[src/rtl/instr_encoder.sv]
// Instruction word encoder for control_unit: packs opsel and register/immediate
// fields into 32-bit words and queues them in a small FIFO with valid/ready on both sides.
module instr_encoder #(
    parameter int unsigned DEPTH = 4
) (
    input  logic        clk,
    input  logic        rst,
    input  logic        in_valid,
    output logic        in_ready,
    input  logic [3:0]  in_opsel,
    input  logic [4:0]  in_rs,
    input  logic [4:0]  in_rt,
    input  logic [4:0]  in_rd,
    input  logic [15:0] in_imm,
    output logic        out_valid,
    input  logic        out_ready,
    output logic [31:0] out_instr,
    output logic        err_illegal,
    output logic [15:0] instr_count
);
    localparam int unsigned AW = (DEPTH > 1) ? $clog2(DEPTH) : 1;
    localparam int unsigned CW = AW + 1;
    localparam int unsigned IW = 32;
    localparam int unsigned NW = 16;

    logic [IW-1:0] mem [DEPTH];
    logic [AW-1:0] wr_ptr;
    logic [AW-1:0] rd_ptr;
    logic [CW-1:0] occ;
    logic [IW-1:0] word_c;
    logic          legal_c;
    logic          accept_c;
    logic          push_c;
    logic          pop_c;

    // Field packing; unused fields of each format are forced to zero
    always_comb begin
        word_c  = '0;
        legal_c = 1'b1;
        case (in_opsel)
            4'd0:    word_c = {6'b000000, in_rs, in_rt, in_rd, 7'b0, 4'b0000};
            4'd1:    word_c = {6'b000000, in_rs, in_rt, in_rd, 7'b0, 4'b0010};
            4'd2:    word_c = {6'b000000, in_rs, in_rt, in_rd, 7'b0, 4'b0100};
            4'd3:    word_c = {6'b000000, in_rs, in_rt, in_rd, 7'b0, 4'b0101};
            4'd4:    word_c = {6'b000000, in_rs, in_rt, in_rd, 7'b0, 4'b1010};
            4'd5:    word_c = {6'b001000, in_rs, in_rt, in_imm};
            4'd6:    word_c = {6'b001100, in_rs, in_rt, in_imm};
            4'd7:    word_c = {6'b001101, in_rs, in_rt, in_imm};
            4'd8:    word_c = {6'b001010, in_rs, in_rt, in_imm};
            4'd9:    word_c = {6'b101011, in_rs, in_rt, in_imm};
            4'd10:   word_c = {6'b100011, in_rs, in_rt, in_imm};
            4'd11:   word_c = {6'b000010, 10'b0, in_imm};
            default: legal_c = 1'b0;
        endcase
    end

    // Handshake status depends only on the registered occupancy
    assign in_ready  = (occ < CW'(DEPTH));
    assign out_valid = (occ != '0);
    assign out_instr = mem[rd_ptr];

    assign accept_c = in_valid && in_ready;
    assign push_c   = accept_c && legal_c;
    assign pop_c    = out_valid && out_ready;

    always_ff @(posedge clk) begin
        if (rst) begin
            for (int unsigned i = 0; i < DEPTH; i++) begin
                mem[AW'(i)] <= '0;
            end
            wr_ptr      <= '0;
            rd_ptr      <= '0;
            occ         <= '0;
            err_illegal <= 1'b0;
            instr_count <= '0;
        end else begin
            if (push_c) begin
                mem[wr_ptr] <= word_c;
                wr_ptr      <= wr_ptr + AW'(1);
                instr_count <= instr_count + NW'(1);
            end
            if (pop_c) begin
                rd_ptr <= rd_ptr + AW'(1);
            end
            case ({push_c, pop_c})
                2'b10:   occ <= occ + CW'(1);
                2'b01:   occ <= occ - CW'(1);
                default: occ <= occ;
            endcase
            err_illegal <= accept_c && !legal_c;
        end
    end
endmodule
[config.mk]
export PLATFORM = sky130hd
export DESIGN_NAME = instr_encoder
export DESIGN_NICKNAME = d
export VERILOG_FILES = /design/src/rtl/instr_encoder.sv
export SDC_FILE = /design/constraint.sdc
export NUM_CORES = 1
export LEC_CHECK = 0
export BUFFER_PORTS_ARGS = -buffer_cell sky130_fd_sc_hd__buf_2
export CORE_MARGIN = 10
export CORE_UTILIZATION = 44
export CTS_CLUSTER_SIZE = 14
export DETAILED_ROUTE_END_ITERATION = 16
export PLACE_DENSITY = 0.6
export SYNTH_ARGS = -nofsm -noshare
export SYNTH_HDL_FRONTEND = slang
export SYNTH_SLANG_ARGS = --single-unit
[constraint.sdc]
create_clock -name clk -period 6.86 [get_ports clk]
set_input_delay 0.686 -clock clk [delete_from_list [all_inputs] [get_ports clk]]
set_output_delay 0.686 -clock clk [all_outputs]
set_load 0.03 [all_outputs]
==> results.py <==
metrics = {
    "worst_setup_path": {
        "arrival_ns": 2.10,
        "cp_max_fo": 31,
        "cp.required_ns": 6.17,
        "crit_type": "flip-flop to output pin",
        "cp-end-kind": "output pin",
        "start_kind": "flip-flop",
    },
    "floorplanning": {
        "start_util_pct": 44.56,
        "io_pins": 90,
        "core_area_sq_um": 15090,
        "fp.dieW_um": 143.6,
        "die_y_um": 143.6,
        "row_count": 45,
        "dieArea_sq_um": 20630,
    },
    "synth": {
        "synth_cell_types": 45,
        "synthArstFlopShare_pct": 0,
        "netlist_area_sq_um": 6724,
        "netlist_top_cells_area": "edfxtp_1 (55%), mux4_2 (10%), dfxtp_1 (7.7%)",
        "yosysTopAreaCell": "edfxtp_1",
        "synth_edf_count": 124,
        "yosys-top-cells-count": "edfxtp_1 (124), nor2_1 (80), and2_1 (68), mux4_2 (31), dfxtp_1 (26)",
        "netlist_instances": 498,
        "yosysSeqAreaShare_pct": 63.12,
        "netlist.area_leader.share_pct": 55.38,
        "ys_ff_latch": 150,
        "yosysWarnings": 0,
        "synth_nets": 540,
        "synth-main-ff-cell": "edfxtp_1",
        "synth_most_common_cell": "edfxtp_1",
        "avgSynthCellArea_sq_um": 13.50,
    },
    "finish": {
        "syn_to_final_growth_pct": 16.24,
        "nNetsFinal": 630,
        "diodes": 0,
        "final_layout_size_suffix_gt1_share_pct": 25.04,
        "seqCellArea_sq_um": 4245,
        "final_cells": 787,
        "nFillCells": 1334,
        "multi_input_area_sq_um": 2338,
    },
    "clocking": {
        "h-tree-depth": 4,
        "cts_buffers": 17,
        "path_clk_slew_ns": 0.05,
        "insertion_delay_ns": 0.42,
        "cts_hold_buffers": 0,
        "cts_buffer_depth": 2,
        "tritoncts": "built",
        "cts_resized": 0,
        "cts_setup_buffers": 0,
        "clkSinkCount": 150,
        "clockRootBuffer": "clkbuf_16",
    },
    "route": {
        "drt.antenna.violating_nets": 0,
        "first_pass_iters": 6,
        "wl_per_cell_um": 19.22,
        "vias": 4221,
        "drt_iter0_markers": 300,
        "drt_wl_total_mm": 15.13,
        "viasPerCell": 5.363,
        "drc_errors": 0,
    },
    "place": {
        "placed_cells": 757,
        "portBuffers": 88,
        "dpl.hpwl_mm": 10.11,
        "gp_congestion": 0.8383,
    },
    "sta": {
        "setup_viol": 0,
        "final-hold-violation-count": 0,
        "setup_tns_ns": 0,
        "timing.final.crit_period_ns": 2.785,
        "skew_ns": 0.005438,
        "rsz0062_at_grt": "no",
        "whs_ns": 0.4944,
        "timing.final.crit_share_pct": 40.60,
        "maxSlewViolCount": 0,
        "worst_pin_slew_ns": 0.7949,
        "max_slew_margin_pct": 46.81,
        "fmax_ghz": 0.3590,
    },
    "grt": {
        "grt_pass1_vias": 4362,
        "overflow": 0,
        "grt_max_degree": 32,
        "antenna_found_initial": 0,
        "grt_pass1_wl_mm": 24.13,
        "grt_use_total_pct": 15.41,
    },
    "power": {
        "switching_power_w": 0.0007613,
        "p_leak_nw": 2.972,
        "vdd_drop_max_mv": 0.1958,
        "power_density_nw_per_um2": 321.4,
        "power_frac_comb_pct": 25.3,
        "swShare_pct": 30.30,
        "finalPower_w": 0.002512,
        "clkPwrFrac_pct": 31.1,
        "p_seq_share_pct": 43.6,
        "p_int_w": 0.001751,
    },
    "flow_run": {
        "cap_violations": 0,
    },
    "status": {
        "status": "finished clean",
    },
    "min_path": {
        "hp-class": "flip-flop to flip-flop",
    },
}
[path summary, 6_finish.rpt]
check	from	to	slack (ns)	depth (start not counted)
setup / recovery	flip-flop	out_instr[0]	4.07	3
hold / removal	instr_count[15]$_SDFFE_PP0P_	instr_count[15]$_SDFFE_PP0P_	0.49	2
setup reg to reg	occ[2]$_SDFFE_PP0P_	mem[1][6]$_SDFFCE_PN0P_	4.41	5
hold reg to reg	instr_count[15]$_SDFFE_PP0P_	instr_count[15]$_SDFFE_PP0P_	0.49	2
[final cells by class]
type                    count  area share (%)
inverters                   8          0.3842
well taps                 188           3.009
clock inverters             7          0.4322
clock buffers              23           5.731
repair buffers             94           6.211
multi-input cells         317           29.92
flip-flops and latches    150           54.31
[sequential cells by signal, indices dropped and copies added, names as in the netlist, named ones only]
name and count:
instr_count 16, err_illegal 1, occ 3, wr_ptr 2, mem 124, rd_ptr 2
[cells in the final DEF (no fill, tap or decap), types with 2 or more instances in the layout]
master / count
and2_1: 68
o22a_1: 5
nor2b_1: 6
or3_1: 5
buf_2: 88
buf_4: 6
nand3_1: 9
edfxtp_1: 124
nand2b_1: 8
clkbuf_16: 17
inv_1: 8
o22ai_1: 2
a21oi_1: 13
clkinv_2: 3
o21ai_0: 7
nor3_1: 4
or4_1: 4
and4_1: 2
xnor2_1: 5
ha_1: 2
clkinv_1: 3
nand2_1: 19
mux2i_1: 6
nor2_1: 80
a31oi_1: 2
o31ai_1: 4
nand4_1: 6
clkbuf_1: 6
mux4_2: 31
a22oi_1: 6
dfxtp_1: 25
xor2_1: 8
nor4_1: 2
[worst max-delay path, cell delays in order, from the launching register on]
cell and delay [ns]:
dfxtp_2 0.31, buf_4 0.51, mux4_2 0.64, buf_2 0.21
[through the flow]
| stage | worst slack [ns] | util, % | area, sq um |
|---|---|---|---|
| final | 4.075 | 51.80 | 7816 |
| after global routing | 3.932 | 51.80 | 7816 |
| after CTS | 4.011 | 51.80 | 7816 |
| after detailed placement | 3.817 | 48.61 | 7335 |
| after global placement | 3.924 | 48.61 | 7335 |
| after floorplan | 3.863 | - | 6724 |
[routing by layer]
layer / GRT usage (%) / share of wire [%] / up-vias
met5: 0 / 0 / -
met4: 5.965 / 1.5 / 0
met3: 4.752 / 7.1 / 18
met2: 24.31 / 48 / 139
met1: 19.46 / 43 / 2049
li1: - / - / 2015
[logic make-up (layout without fill, tap and decap cells)]
| family | Yosys count | in the layout | share of synthesized area (%) |
|---|---|---|---|
| other | 1 | 1 | 0.05577 |
| and+or+nand+nor | 217 | 217 | 16.58 |
| xor gates and xnor gates | 13 | 13 | 1.693 |
| AOI/OAI and AO/OA | 46 | 46 | 4.503 |
| buffers and inverters | 31 | 132 | 2.103 |
| muxes | 37 | 37 | 11.28 |
| DFF | 150 | 150 | 63.12 |
| adders and majority gates | 3 | 3 | 0.6698 |
[power by group through the flow]
stage               combinational, W  clock, W  sequential, W
finish                      0.000636  0.000781        0.00110
global route                0.000691  0.000831        0.00110
global placement            0.000642         0        0.00111
CTS                         0.000652  0.000792        0.00110
detailed placement          0.000650         0        0.00111
floorplan                   0.000479         0        0.00111
No activity file was read; power rests on OpenSTA's default activity.
